**src/rtl/ctrl_pipe_hazard_if.sv**
```systemverilog
// Signal bundle between the ID-stage control source and ctrl_pipe_hazard:
// instruction fields in, hazard controls and stage control words out.
interface ctrl_pipe_hazard_if;
  logic [9:0]  ctrl_in;
  logic [4:0]  id_rs;
  logic [4:0]  id_rt;
  logic [4:0]  id_rd;
  logic        branch_taken;
  logic        stall_id;
  logic        flush_ifid;
  logic        ex_regdst;
  logic        ex_alusrc;
  logic        ex_branch;
  logic        ex_jump;
  logic [1:0]  ex_aluop;
  logic [4:0]  ex_dest;
  logic        mem_memread;
  logic        mem_memwrite;
  logic        mem_regwrite;
  logic [4:0]  mem_dest;
  logic        wb_regwrite;
  logic        wb_memtoreg;
  logic [4:0]  wb_dest;
  logic [15:0] stall_cnt;
  logic [15:0] flush_cnt;

  modport master (
    output ctrl_in, id_rs, id_rt, id_rd, branch_taken,
    input  stall_id, flush_ifid, ex_regdst, ex_alusrc, ex_branch, ex_jump,
    input  ex_aluop, ex_dest, mem_memread, mem_memwrite, mem_regwrite, mem_dest,
    input  wb_regwrite, wb_memtoreg, wb_dest, stall_cnt, flush_cnt
  );

  modport slave (
    input  ctrl_in, id_rs, id_rt, id_rd, branch_taken,
    output stall_id, flush_ifid, ex_regdst, ex_alusrc, ex_branch, ex_jump,
    output ex_aluop, ex_dest, mem_memread, mem_memwrite, mem_regwrite, mem_dest,
    output wb_regwrite, wb_memtoreg, wb_dest, stall_cnt, flush_cnt
  );
endinterface

```
**src/rtl/ctrl_pipe_hazard.sv**
```systemverilog
// Control-path pipeline (ID/EX, EX/MEM, MEM/WB) with load-use stall, branch/jump flush.
// Optional hazard statistics counters are built when HAZARD_STATS_EN is defined.
module ctrl_pipe_hazard (
  input  logic               clk,
  input  logic               rst_n,
  ctrl_pipe_hazard_if.slave  bus
);
  // Control word bit positions: {RegDst, ALUOp[1:0], ALUSrc, Branch, Jump, MemRead, MemWrite, RegWrite, MemtoReg}
  localparam int unsigned B_REGDST = 9;
  localparam int unsigned B_JUMP   = 4;
  localparam int unsigned B_MEMRD  = 3;
  localparam int unsigned B_REGWR  = 1;
  localparam int unsigned B_M2R    = 0;

  // Unknown bits must never propagate as asserted controls.
  function automatic logic clean_bit(input logic b);
    case (b)
      1'b1:    clean_bit = 1'b1;
      default: clean_bit = 1'b0;
    endcase
  endfunction

  function automatic logic [9:0] sanitise(input logic [9:0] w);
    logic [9:0] s;
    for (int i = 0; i < 10; i++) begin
      s[i] = clean_bit(w[i]);
    end
    if (!s[B_REGWR]) begin
      s[B_REGDST] = 1'b0;
      s[B_M2R]    = 1'b0;
    end
    return s;
  endfunction

  logic [9:0] r_ex_ctrl;
  logic [4:0] r_ex_dest;
  logic [3:0] r_mem_ctrl;
  logic [4:0] r_mem_dest;
  logic [1:0] r_wb_ctrl;
  logic [4:0] r_wb_dest;

  logic [9:0] w_ctrl;
  logic [4:0] w_dest;
  logic       w_load_use;
  logic       w_bubble;
  logic       w_stall;
  logic       w_flush;

  // Capture-side decode and hazard resolution (branch > load-use > jump).
  always_comb begin
    w_ctrl     = sanitise(bus.ctrl_in);
    w_dest     = 5'd0;
    if (w_ctrl[B_REGWR]) begin
      w_dest = w_ctrl[B_REGDST] ? bus.id_rd : bus.id_rt;
    end else begin
      w_dest = 5'd0;
    end
    w_load_use = r_ex_ctrl[B_MEMRD] && (r_ex_dest != 5'd0) &&
                 ((r_ex_dest == bus.id_rs) || (r_ex_dest == bus.id_rt));
    w_bubble   = bus.branch_taken || w_load_use;
    w_stall    = !bus.branch_taken && w_load_use;
    w_flush    = bus.branch_taken || (!w_load_use && w_ctrl[B_JUMP]);
  end

  // Stage registers; later stages advance unconditionally.
  always_ff @(posedge clk or negedge rst_n) begin
    if (!rst_n) begin
      r_ex_ctrl  <= 10'd0;
      r_ex_dest  <= 5'd0;
      r_mem_ctrl <= 4'd0;
      r_mem_dest <= 5'd0;
      r_wb_ctrl  <= 2'd0;
      r_wb_dest  <= 5'd0;
    end else begin
      if (w_bubble) begin
        r_ex_ctrl <= 10'd0;
        r_ex_dest <= 5'd0;
      end else begin
        r_ex_ctrl <= w_ctrl;
        r_ex_dest <= w_dest;
      end
      r_mem_ctrl <= r_ex_ctrl[3:0];
      r_mem_dest <= r_ex_dest;
      r_wb_ctrl  <= {r_mem_ctrl[B_REGWR], r_mem_ctrl[B_M2R]};
      r_wb_dest  <= r_mem_dest;
    end
  end

`ifdef HAZARD_STATS_EN
  logic [15:0] r_stall_cnt;
  logic [15:0] r_flush_cnt;

  // Saturating hazard event counters.
  always_ff @(posedge clk or negedge rst_n) begin
    if (!rst_n) begin
      r_stall_cnt <= 16'd0;
      r_flush_cnt <= 16'd0;
    end else begin
      if (w_stall && (r_stall_cnt != 16'hFFFF)) begin
        r_stall_cnt <= r_stall_cnt + 16'd1;
      end
      if (w_flush && (r_flush_cnt != 16'hFFFF)) begin
        r_flush_cnt <= r_flush_cnt + 16'd1;
      end
    end
  end

  assign bus.stall_cnt = r_stall_cnt;
  assign bus.flush_cnt = r_flush_cnt;
`else
  assign bus.stall_cnt = 16'd0;
  assign bus.flush_cnt = 16'd0;
`endif

  assign bus.stall_id     = w_stall;
  assign bus.flush_ifid   = w_flush;
  assign bus.ex_regdst    = r_ex_ctrl[9];
  assign bus.ex_aluop     = r_ex_ctrl[8:7];
  assign bus.ex_alusrc    = r_ex_ctrl[6];
  assign bus.ex_branch    = r_ex_ctrl[5];
  assign bus.ex_jump      = r_ex_ctrl[4];
  assign bus.ex_dest      = r_ex_dest;
  assign bus.mem_memread  = r_mem_ctrl[3];
  assign bus.mem_memwrite = r_mem_ctrl[2];
  assign bus.mem_regwrite = r_mem_ctrl[1];
  assign bus.mem_dest     = r_mem_dest;
  assign bus.wb_regwrite  = r_wb_ctrl[1];
  assign bus.wb_memtoreg  = r_wb_ctrl[0];
  assign bus.wb_dest      = r_wb_dest;
endmodule

```
**src/flat_wrapper.sv**
```systemverilog
// flat-port wrapper written by rule: the top's interface ports become plain ports
module ctrl_pipe_hazard_flat 
  (clk, rst_n, bus_ctrl_in, bus_id_rs, bus_id_rt, bus_id_rd, bus_branch_taken, bus_stall_id, bus_flush_ifid, bus_ex_regdst, bus_ex_alusrc, bus_ex_branch, bus_ex_jump, bus_ex_aluop, bus_ex_dest, bus_mem_memread, bus_mem_memwrite, bus_mem_regwrite, bus_mem_dest, bus_wb_regwrite, bus_wb_memtoreg, bus_wb_dest, bus_stall_cnt, bus_flush_cnt);
  ctrl_pipe_hazard_if bus_i ();
  input  logic clk;
  input  logic rst_n;
  input wire logic [$bits(bus_i.ctrl_in)-1:0] bus_ctrl_in;
  input wire logic [$bits(bus_i.id_rs)-1:0] bus_id_rs;
  input wire logic [$bits(bus_i.id_rt)-1:0] bus_id_rt;
  input wire logic [$bits(bus_i.id_rd)-1:0] bus_id_rd;
  input wire logic [$bits(bus_i.branch_taken)-1:0] bus_branch_taken;
  output wire logic [$bits(bus_i.stall_id)-1:0] bus_stall_id;
  output wire logic [$bits(bus_i.flush_ifid)-1:0] bus_flush_ifid;
  output wire logic [$bits(bus_i.ex_regdst)-1:0] bus_ex_regdst;
  output wire logic [$bits(bus_i.ex_alusrc)-1:0] bus_ex_alusrc;
  output wire logic [$bits(bus_i.ex_branch)-1:0] bus_ex_branch;
  output wire logic [$bits(bus_i.ex_jump)-1:0] bus_ex_jump;
  output wire logic [$bits(bus_i.ex_aluop)-1:0] bus_ex_aluop;
  output wire logic [$bits(bus_i.ex_dest)-1:0] bus_ex_dest;
  output wire logic [$bits(bus_i.mem_memread)-1:0] bus_mem_memread;
  output wire logic [$bits(bus_i.mem_memwrite)-1:0] bus_mem_memwrite;
  output wire logic [$bits(bus_i.mem_regwrite)-1:0] bus_mem_regwrite;
  output wire logic [$bits(bus_i.mem_dest)-1:0] bus_mem_dest;
  output wire logic [$bits(bus_i.wb_regwrite)-1:0] bus_wb_regwrite;
  output wire logic [$bits(bus_i.wb_memtoreg)-1:0] bus_wb_memtoreg;
  output wire logic [$bits(bus_i.wb_dest)-1:0] bus_wb_dest;
  output wire logic [$bits(bus_i.stall_cnt)-1:0] bus_stall_cnt;
  output wire logic [$bits(bus_i.flush_cnt)-1:0] bus_flush_cnt;
  assign bus_i.ctrl_in = bus_ctrl_in;
  assign bus_i.id_rs = bus_id_rs;
  assign bus_i.id_rt = bus_id_rt;
  assign bus_i.id_rd = bus_id_rd;
  assign bus_i.branch_taken = bus_branch_taken;
  assign bus_stall_id = bus_i.stall_id;
  assign bus_flush_ifid = bus_i.flush_ifid;
  assign bus_ex_regdst = bus_i.ex_regdst;
  assign bus_ex_alusrc = bus_i.ex_alusrc;
  assign bus_ex_branch = bus_i.ex_branch;
  assign bus_ex_jump = bus_i.ex_jump;
  assign bus_ex_aluop = bus_i.ex_aluop;
  assign bus_ex_dest = bus_i.ex_dest;
  assign bus_mem_memread = bus_i.mem_memread;
  assign bus_mem_memwrite = bus_i.mem_memwrite;
  assign bus_mem_regwrite = bus_i.mem_regwrite;
  assign bus_mem_dest = bus_i.mem_dest;
  assign bus_wb_regwrite = bus_i.wb_regwrite;
  assign bus_wb_memtoreg = bus_i.wb_memtoreg;
  assign bus_wb_dest = bus_i.wb_dest;
  assign bus_stall_cnt = bus_i.stall_cnt;
  assign bus_flush_cnt = bus_i.flush_cnt;
  ctrl_pipe_hazard u_core (.clk(clk), .rst_n(rst_n), .bus(bus_i));
endmodule
```
**config.mk**
```make
export PLATFORM = sky130hd
export DESIGN_NAME = ctrl_pipe_hazard_flat
export DESIGN_NICKNAME = d
export VERILOG_FILES = /design/src/rtl/ctrl_pipe_hazard_if.sv /design/src/rtl/ctrl_pipe_hazard.sv /design/src/flat_wrapper.sv
export SDC_FILE = /design/constraint.sdc
export NUM_CORES = 1
export LEC_CHECK = 0
export BUFFER_PORTS_ARGS = -buffer_cell sky130_fd_sc_hd__buf_2
export CAP_MARGIN = 10
export CORE_ASPECT_RATIO = 1.2
export CORE_MARGIN = 4
export CORE_UTILIZATION = 39
export DETAILED_ROUTE_END_ITERATION = 8
export PLACE_DENSITY = 0.72
export SKIP_LAST_GASP = 1
export SYNTH_ARGS = -nofsm -noshare
export SYNTH_HDL_FRONTEND = slang
export SYNTH_SLANG_ARGS = --single-unit
```
**constraint.sdc**
```tcl
create_clock -name clk -period 1.65 [get_ports clk]
set_input_delay 0.33 -clock clk [delete_from_list [all_inputs] [get_ports clk]]
set_output_delay 0.33 -clock clk [all_outputs]
set_load 0.005 [all_outputs]
```
==> impl_metrics.csv, run 1 <==
group,metric,value,unit
outcome,status,"complete, but fails checks",
outcome,violations,"negative setup slack",
grt,grtUsageMet3,0.04130,
grt,grt_pass1_wl,4029,microns
grt,gr-usage-met1,0.1094,
synthesis,synth_top_area_share,0.5232,
power,vdd_ir_drop_max,325.7,uV
power,p_sw,0.3956,mW
synthesis,synth-async-reset-ratio,1.000,
floorplanning,dieArea,4856,sq um
synthesis,synthMuxAreaShare,0.03797,
clocking,cts_root_buffer,"clkbuf_8",
timing,whs,0.07796,ns
grt,antenna_found_initial,0,
finish,diodes,0,
detailed_routing,ant_nets,0,
power,p_comb_frac,0.129,
placed_design,dp.cells,235,
synthesis,synthAdderAreaFrac,0,
grt,busiest_layer,"met2",
floorplanning,boundaryPins,88,
synthesis,synthXorXnorAreaFrac,0.05907,
synthesis,synthesis.instances,127,
synthesis,synth_top_family_by_area,"buffers and inverters",
worst_setup_path,path_class,"register to output pin",
grt,met2_usage,0.2087,
synthesis,synth-compound-area-share,0.1038,
worst_setup_path,worst_setup_path_end_kind,"output pin",
clocking,hold_buffers,0,
worst_setup_path,ff2ff_path_depth,4,
synthesis,yosys_warnings,0,
grt,overflow,0,
floorplanning,core-area,3664,sq um
worst_setup_path,cpMaxStageDelayCell,"or4_4",
synthesis,yosys-top-cells-count,"buf_4 (35), dfrtp_1 (31), a21oi_2 (10), xnor2_1 (10), nand2_1 (9)",
detailed_routing,wl_per_cell,11.33,microns
power,swShare,0.2214,
grt,grt_max_degree,32,
timing,fin_crit,2.014,ns
placed_design,routabilityCongestion,0.7360,
synthesis,ys_seq_elements,31,
power,seqPwrFrac,0.453,
power,finalPower,1.787,mW
worst_setup_path,cp_cell_sequence,"or4_4, o21a_4, nand2b_4, o22a_1, buf_2",
clocking,numCtsBuffers,5,
clocking,cts_buffer_depth,2,
timing,hold_viol_final,0,
detailed_routing,drcViolationCount,0,
worst_setup_path,cpPeakStageDelay,0.54,ns
timing,slew_viol_final,0,
placed_design,dp_hpwl,2207,microns
worst_setup_path,startpoint_type,"register",
floorplanning,row_count,24,
timing,clock.fmax,0.4965,GHz
clocking,cts_tree,"yes",
clocking,cts.htree.levels,2,
detailed_routing,via_per_inst,4.111,
detailed_routing,vias,999,
finish,drive_gt1_frac,0.4712,
worst_setup_path,critPathArrivalTime,1.68,ns
finish,fin_nets,218,
synthesis,ys_seq_area_frac,0.5232,
synthesis,yosysTopAreaCell,"dfrtp_1",
job,max_cap_violations,0,
worst_setup_path,reg2reg_slack,0.05,ns
timing,worst_slew_pin_slew,0.6422,ns
grt,grt_pass1_vias,914,
synthesis,synth_flop_cell,"dfrtp_1",
finish,final_cells,243,
timing,clock_skew,0.002526,ns
timing,finalWorstSetupSlack,-0.3639,ns
floorplanning,dieHeight,75.54,microns
timing,relSlewSlack,0.5719,
detailed_routing,wl,2752,microns
clocking,clk_pin_slew,0.06,ns
power,p_leak,0.9906,nW
timing,grt_setup_unrepaired,"true",
finish,synthToLayoutAreaGrowth,24.22,%
floorplanning,die_x,64.29,microns
synthesis,synthSimpleGateAreaFrac,0.07511,
clocking,insertion_delay,0.27,ns
power,p_int,1.391,mW
placed_design,post-place-ws,-0.1173,ns
power,power_density,970.3,nW/um^2
clocking,clkSinkCount,31,
detailed_routing,first_pass_iters,4,
grt,grt_use_total,0.1108,
placed_design,io_buffers,55,
floorplanning,initial_utilization,0.4047,
synthesis,synth_most_common_cell,"buf_4",
power,clock_power_share,0.419,
synthesis,synth.cell_area,1483,sq um
synthesis,yosys-top-cells-area,"dfrtp_1 (52%), buf_4 (18%), a21oi_2 (5.9%), xnor2_1 (5.9%), mux2_2 (3.8%)",
worst_setup_path,required,1.32,ns
synthesis,synth_edf_count,0,
detailed_routing,drt_iter0_drc,72,
timing,fin_crit_sh,1.221,
synthesis,synth_cell_type_count,20,
timing,setup_viol,2,
hold_path,hp-class,"input port to async pin",
worst_setup_path,crit_fanout,2,
synthesis,syn-mean-instance-area,11.67,sq um
[through the flow]
stage               area (sq um)  setup TNS [ns]  utilization
floorplan                   1599        -0.08639            -
global placement            1713         -0.1045       0.4676
detailed placement          1713         -0.1850       0.4676
CTS                         1842         -0.7134       0.5027
global route                1842         -0.7935       0.5027
finish                      1842         -0.6798       0.5027
[final cells by class]
| type | instances | area (sq um) |
|---|---|---|
| clock buffers | 6 | 82.58 |
| clock inverters | 2 | 35.03 |
| fillers | 359 | 1822 |
| multi-input cells | 88 | 540.5 |
| flip-flops and latches | 31 | 775.7 |
| well taps | 52 | 65.06 |
| repair buffers | 64 | 342.8 |
[logic make-up (layout without fill, tap and decap cells)]
family                 Yosys count  in the layout
AO/OA/AOI/OAI                   19             19
XOR/XNOR                        10             10
other                            1             32
AND/OR/NAND/NOR                 22             22
multiplexers                     5              5
buffers and inverters           39             72
flip-flops                      31             31
[routing by layer]
layer / part of all wire / up-vias
li1: - / 470
met1: 0.34 / 469
met2: 0.53 / 55
met3: 0.12 / 5
met4: 0.015 / 0
met5: 0 / -
[state kept, by name (all words and copies together) (netlist names)]
| signal | count |
|---|---|
| u_core.bus.ex_dest | 5 |
| u_core.bus.wb_dest | 5 |
| u_core.r_ex_ctrl | 10 |
| u_core.r_wb_ctrl | 2 |
| u_core.bus.mem_dest | 5 |
| u_core.r_mem_ctrl | 4 |
[critical path: cells and delay by family (launching register included)]
family | cells | cell delay [ns]
buf+inv | 1 | 0.10
flops | 1 | 0.38
compound gates | 2 | 0.33
simple gates | 2 | 0.60
[timing repair]
action                                  CTS  global route
resized for setup                         2             1
endpoints found under the hold margin     0             0
setup buffers                             0             0
endpoints found under the setup margin    2             3
pin swaps                                 0             0
[worst paths after layout]
| kind | from | endpoint |
|---|---|---|
| max reg2reg | u_core.bus.ex_dest[0] | u_core.r_ex_ctrl[9] |
| min in group clk | bus_ctrl_in[0] | u_core.r_ex_ctrl[0] |
| max in group asynchronous | rst_n | u_core.bus.wb_dest[4] |
| min reg2reg | u_core.r_ex_ctrl[0] | u_core.r_mem_ctrl[0] |
| min | rst_n | u_core.r_mem_ctrl[1] |
| max | u_core.bus.ex_dest[0] | bus_flush_ifid |
[power by group through the flow]
stage | clock network (mW) | registers [mW] | logic, mW
finish | 0.748 | 0.809 | 0.230
global route | 0.812 | 0.811 | 0.257
CTS | 0.762 | 0.809 | 0.232
detailed placement | 0 | 0.823 | 0.227
global placement | 0 | 0.821 | 0.223
floorplan | 0 | 0.831 | 0.172
[layout by cell type (no fill, tap or decap), types with 2 or more instances in the layout]
cell type | netlist | final
dfrtp_1 | 31 | 31
xnor2_1 | 10 | 10
nand2b_1 | 8 | 7
nand2_1 | 9 | 9
buf_2 | 0 | 55
nand3_1 | 2 | 2
clkbuf_8 | 0 | 6
a21oi_2 | 10 | 10
o22a_1 | 2 | 2
conb_1 | 1 | 32
a21oi_1 | 4 | 4
mux2_2 | 5 | 5
buf_4 | 35 | 9
No activity file was read; power rests on OpenSTA's default activity.
==> run 2, diff against run 1 <==
--- a/config.mk
+++ b/config.mk
@@ -16,3 +16,4 @@
 export SYNTH_ARGS = -nofsm -noshare
 export SYNTH_HDL_FRONTEND = slang
 export SYNTH_SLANG_ARGS = --single-unit
+export TNS_END_PERCENT = 30
==> impl_metrics.csv, run 2 (same netlist as run 1, synthesis figures left out) <==
group,metric,value,unit
outcome,status,"complete, but fails checks",
outcome,violations,"negative setup slack",
worst_setup_path,startpoint,"u_core.bus.ex_dest[0]",
timing,fin_crit_sh,1.221,
worst_setup_path,worst_setup_path_end_kind,"output pin",
job,max_cap_violations,0,
timing,grt_setup_unrepaired,"true",
grt,gr-usage-met1,0.1123,
timing,relSlewSlack,0.5711,
grt,grt_pass1_wl,4236,microns
clocking,cts_root_buffer,"clkbuf_8",
worst_setup_path,crit_fanout,2,
worst_setup_path,cp_num_buf_inv,1,
placed_design,routabilityCongestion,0.7182,
finish,diodes,0,
timing,whs,0.06870,ns
detailed_routing,wl_per_cell,11.87,microns
clocking,cts_buffer_depth,2,
placed_design,io_buffers,55,
floorplanning,dieHeight,75.54,microns
timing,finalWorstSetupSlack,-0.3639,ns
floorplanning,dieArea,4856,sq um
grt,met2_usage,0.2225,
clocking,post_cts_buffers,0,
detailed_routing,via_per_inst,4.087,
finish,final_cell_mix,"buf_2 (55), conb_1 (32), dfrtp_1 (31)",
clocking,clkSinkCount,31,
clocking,cts_tree,"yes",
placed_design,dp.cells,234,
worst_setup_path,rr_startpoint,"u_core.bus.ex_dest[0]",
finish,fillers,347,
floorplanning,initial_utilization,0.4047,
power,power_density,980.5,nW/um^2
detailed_routing,first_pass_iters,4,
clocking,hold_buffers,0,
timing,fin_crit,2.014,ns
worst_setup_path,cp_cell_sequence,"or4_4, o21a_4, nand2b_4, o22a_1, buf_2",
grt,grt_pass1_vias,961,
detailed_routing,wl,2872,microns
worst_setup_path,path_class,"register to output pin",
detailed_routing,drt_iter0_drc,47,
worst_setup_path,crit_end,"bus_flush_ifid",
timing,clock_skew,0.007023,ns
worst_setup_path,cp_top_family,"simple AND/OR/NAND/NOR gates",
finish,final_common_cell,"buf_2",
power,vdd_ir_drop_max,304.5,uV
timing,setup_viol,2,
floorplanning,boundaryPins,88,
detailed_routing,ant_nets,0,
floorplanning,row_count,24,
clocking,cts.htree.levels,2,
grt,grtUsageMet3,0.05162,
finish,regMostFlops,"u_core.r_ex_ctrl",
grt,busiest_layer,"met2",
worst_setup_path,critPathArrivalTime,1.68,ns
finish,fin_nets,217,
worst_setup_path,reg2reg_slack,0.03,ns
grt,grt_max_degree,32,
floorplanning,die_x,64.29,microns
timing,slew_viol_final,0,
clocking,clk_pin_slew,0.07,ns
detailed_routing,vias,989,
grt,grt_use_total,0.1169,
timing,worst_slew_pin_slew,0.6434,ns
worst_setup_path,ff2ff_path_depth,4,
timing,clock.fmax,0.4966,GHz
grt,overflow,0,
finish,final_cells,242,
timing,hold_viol_final,0,
finish,largest_register_ff_count,10,
worst_setup_path,cpMaxStageDelayCell,"or4_4",
worst_setup_path,startpoint_type,"register",
hold_path,hp-class,"input port to async pin",
floorplanning,core-area,3664,sq um
finish,synthToLayoutAreaGrowth,23.71,%
power,p_leak,0.9846,nW
detailed_routing,drcViolationCount,0,
worst_setup_path,cp.depth,5,
clocking,insertion_delay,0.28,ns
placed_design,dp_hpwl,2267,microns
worst_setup_path,cpPeakStageDelay,0.53,ns
clocking,numCtsBuffers,5,
worst_setup_path,required,1.32,ns
finish,drive_gt1_frac,0.4684,
worst_setup_path,r2r-end,"u_core.r_ex_ctrl[9]",
grt,antenna_found_initial,0,
## run 2: per-layer routing
layer | wire length, microns | share of wire
met1 | 959 | 0.33
met2 | 1564 | 0.54
met3 | 308 | 0.11
met4 | 40 | 0.014
met5 | 0 | 0
## run 2: stage by stage
stage / instance area, sq um / TNS [ns] / setup slack [ns] / util / power [mW]
floorplan: 1599 / -0.08208 / -0.08137 / - / 1.003
global placement: 1705 / -0.09674 / -0.07636 / 0.4655 / 1.042
detailed placement: 1705 / -0.1369 / -0.09809 / 0.4655 / 1.048
CTS: 1827 / -0.7455 / -0.4019 / 0.4986 / 1.819
global route: 1834 / -0.9181 / -0.4435 / 0.5007 / 1.891
finish: 1834 / -0.6833 / -0.3639 / 0.5007 / 1.798
## run 2: worst reg2reg max path, stage by stage (launching register included)
cell and delay (ns):
dfrtp_1 0.37, or4_4 0.53, o21a_4 0.23, buf_4 0.21, a21oi_1 0.21
## run 2: worst min-delay path by stage
| stage | start | endpoint |
|---|---|---|
| 2_1_floorplan | rst_n | u_core.bus.ex_dest[0] |
| 3_3_place_gp | u_core.r_ex_ctrl[0] | u_core.r_mem_ctrl[0] |
| 3_5_place_dp | u_core.r_ex_ctrl[1] | u_core.r_mem_ctrl[1] |
| 4_1_cts | rst_n | u_core.r_wb_ctrl[1] |
| 5_1_grt | rst_n | u_core.r_wb_ctrl[1] |
| 6_report | rst_n | u_core.r_mem_ctrl[1] |
## run 2: cell type report
cell class | count | area, sq um | share of cell area
clock buffers | 6 | 82.58 | 0.04502
well taps | 52 | 65.06 | 0.03547
flip-flops and latches | 31 | 775.7 | 0.4229
repair buffers | 63 | 335.3 | 0.1828
multi-input cells | 88 | 540.5 | 0.2947
clock inverters | 2 | 35.03 | 0.01910
## run 2: power breakdown
| group | leakage [nW] | internal, mW | switching [mW] | total [mW] |
|---|---|---|---|---|
| Clock | 0.0612 | 0.488 | 0.274 | 0.762 |
| Sequential | 0.410 | 0.796 | 0.0124 | 0.808 |
| Combinational | 0.513 | 0.106 | 0.123 | 0.228 |
## run 2: what timing repair did
| action | 4_1_cts | 5_1_grt |
|---|---|---|
| pin swaps | 0 | 1 |
| endpoints found under the hold margin | 0 | 0 |
| endpoints found under the setup margin | 2 | 5 |
| gates resized for setup | 1 | 1 |
==> run 3, diff against run 2 <==
--- a/config.mk
+++ b/config.mk
@@ -5,12 +5,14 @@
 export SDC_FILE = /design/constraint.sdc
 export NUM_CORES = 1
 export LEC_CHECK = 0
+export ABC_CLOCK_PERIOD_IN_PS = 1650
 export BUFFER_PORTS_ARGS = -buffer_cell sky130_fd_sc_hd__buf_2
 export CAP_MARGIN = 10
 export CORE_ASPECT_RATIO = 1.2
 export CORE_MARGIN = 4
 export CORE_UTILIZATION = 39
 export DETAILED_ROUTE_END_ITERATION = 8
+export MAX_ROUTING_LAYER = met4
 export PLACE_DENSITY = 0.72
 export SKIP_LAST_GASP = 1
 export SYNTH_ARGS = -nofsm -noshare
==> impl_metrics.csv, run 3 (same netlist as run 1, synthesis figures left out) <==
group,metric,value,unit
timing,finalWorstSetupSlack,-0.3639,ns
finish,fillers,347,
timing,worst_slew_pin_slew,0.6434,ns
floorplanning,die_x,64.29,microns
clocking,cts_tree,"yes",
finish,final_cell_mix,"buf_2 (55), conb_1 (32), dfrtp_1 (31)",
detailed_routing,wl,2872,microns
grt,met2_usage,0.2225,
power,p_comb_frac,0.127,
detailed_routing,ant_nets,0,
grt,gr-usage-met1,0.1160,
grt,grtUsageMet3,0.04572,
detailed_routing,drcViolationCount,0,
power,p_int,1.390,mW
floorplanning,row_count,24,
clocking,post_cts_buffers,0,
worst_setup_path,cpMaxStageDelayCell,"or4_4",
grt,grt_pass1_wl,4229,microns
finish,synthToLayoutAreaGrowth,23.71,%
outcome,violations,"negative setup slack",
finish,final_cells,242,
grt,busiest_layer,"met2",
floorplanning,core-area,3664,sq um
power,p_leak,0.9846,nW
placed_design,routabilityCongestion,0.7266,
finish,largest_register_ff_count,10,
timing,setup_viol,2,
worst_setup_path,worst_setup_path_end_kind,"output pin",
detailed_routing,wl_per_cell,11.87,microns
worst_setup_path,critPathArrivalTime,1.68,ns
power,clock_power_share,0.424,
finish,regMostFlops,"u_core.r_ex_ctrl",
timing,hold_viol_final,0,
detailed_routing,first_pass_iters,4,
placed_design,post-place-ws,-0.09809,ns
finish,final_common_cell,"buf_2",
timing,relSlewSlack,0.5711,
power,finalPower,1.798,mW
timing,finalSetupTns,-0.6833,ns
placed_design,io_buffers,55,
power,seqPwrFrac,0.449,
grt,overflow,0,
outcome,status,"complete, but fails checks",
timing,slew_viol_final,0,
clocking,clkSinkCount,31,
worst_setup_path,cpPeakStageDelay,0.53,ns
worst_setup_path,reg2reg_slack,0.03,ns
worst_setup_path,path_class,"register to output pin",
finish,multiInputGateArea,540.5,sq um
power,swShare,0.2273,
timing,clock.fmax,0.4966,GHz
timing,grt_setup_unrepaired,"true",
finish,diodes,0,
clocking,cts_buffer_depth,2,
placed_design,dp.cells,234,
placed_design,dp_hpwl,2267,microns
grt,grt_pass1_vias,962,
power,p_sw,0.4088,mW
worst_setup_path,cp_cell_sequence,"or4_4, o21a_4, nand2b_4, o22a_1, buf_2",
timing,clock_skew,0.007023,ns
grt,grt_max_degree,32,
detailed_routing,drt_iter0_drc,48,
hold_path,hp-class,"input port to async pin",
clocking,cts.htree.levels,2,
clocking,insertion_delay,0.28,ns
clocking,cts_root_buffer,"clkbuf_8",
floorplanning,boundaryPins,88,
timing,whs,0.06870,ns
detailed_routing,vias,989,
job,max_cap_violations,0,
floorplanning,dieHeight,75.54,microns
power,vdd_ir_drop_max,304.3,uV
floorplanning,dieArea,4856,sq um
worst_setup_path,startpoint_type,"register",
clocking,clk_pin_slew,0.07,ns
finish,drive_gt1_frac,0.4684,
finish,fin_nets,217,
floorplanning,initial_utilization,0.4047,
grt,grt_use_total,0.1206,
worst_setup_path,required,1.32,ns
clocking,numCtsBuffers,5,
finish,seqCellArea,775.7,sq um
timing,fin_crit_sh,1.221,
detailed_routing,via_per_inst,4.087,
grt,antenna_found_initial,0,
worst_setup_path,crit_fanout,2,
power,power_density,980.5,nW/um^2
timing,fin_crit,2.014,ns
==> run 3: cell counts in the layout (fill, tap and decap cells not counted) <==
Identical to the previous run, type by type.
==> run 3: what timing repair did <==
| item | 4_1_cts | 5_1_grt |
|---|---|---|
| pin swaps | 0 | 1 |
| gates cloned | 0 | 0 |
| resized for setup | 1 | 1 |
| setup endpoints to repair | 2 | 5 |
| hold endpoints to repair | 0 | 0 |
| hold buffers | 0 | 0 |
==> run 3: critical path, delay by kind of cell, from the launching register on <==
family | cells | cell delay, ns
and+or+nand+nor | 2 | 0.59
DFF | 1 | 0.37
AOI/OAI and AO/OA | 2 | 0.34
buffers and inverters | 1 | 0.10
==> run 3: power by group through the flow <==
stage	clock, mW	sequential, mW	combinational, mW
finish	0.762	0.808	0.228
floorplan	0	0.831	0.172
global placement	0	0.821	0.221
CTS	0.781	0.809	0.228
global route	0.824	0.812	0.255
detailed placement	0	0.823	0.225
==> run 3: worst paths after layout <==
check | startpoint | endpoint | cells after the start
max | u_core.bus.ex_dest[0] | bus_flush_ifid | 5
min | rst_n | u_core.r_mem_ctrl[1] | 1
max reg2reg | u_core.bus.ex_dest[0] | u_core.r_ex_ctrl[9] | 4
min reg2reg | u_core.r_ex_ctrl[1] | u_core.r_mem_ctrl[1] | 0
max in group asynchronous | rst_n | u_core.bus.wb_dest[2] | 1
min in group clk | bus_ctrl_in[0] | u_core.r_ex_ctrl[0] | 3
==> run 3: cell type report <==
cell class              count  share of cell area
well taps                  52             0.03547
clock buffers               6             0.04502
clock inverters             2             0.01910
multi-input cells          88              0.2947
repair buffers             63              0.1828
flip-flops and latches     31              0.4229
==> run 3: metal layers <==
metal / part of all wire / vias up
met3: 0.097 / 6
li1: - / 466
met2: 0.54 / 53
met4: 0.014 / 0
met1: 0.34 / 464
met5: 0 / -
==> run 3: per-stage QoR <==
step | instance area [sq um] | util
floorplan | 1599 | -
global placement | 1705 | 0.4655
detailed placement | 1705 | 0.4655
CTS | 1827 | 0.4986
global route | 1834 | 0.5007
finish | 1834 | 0.5007
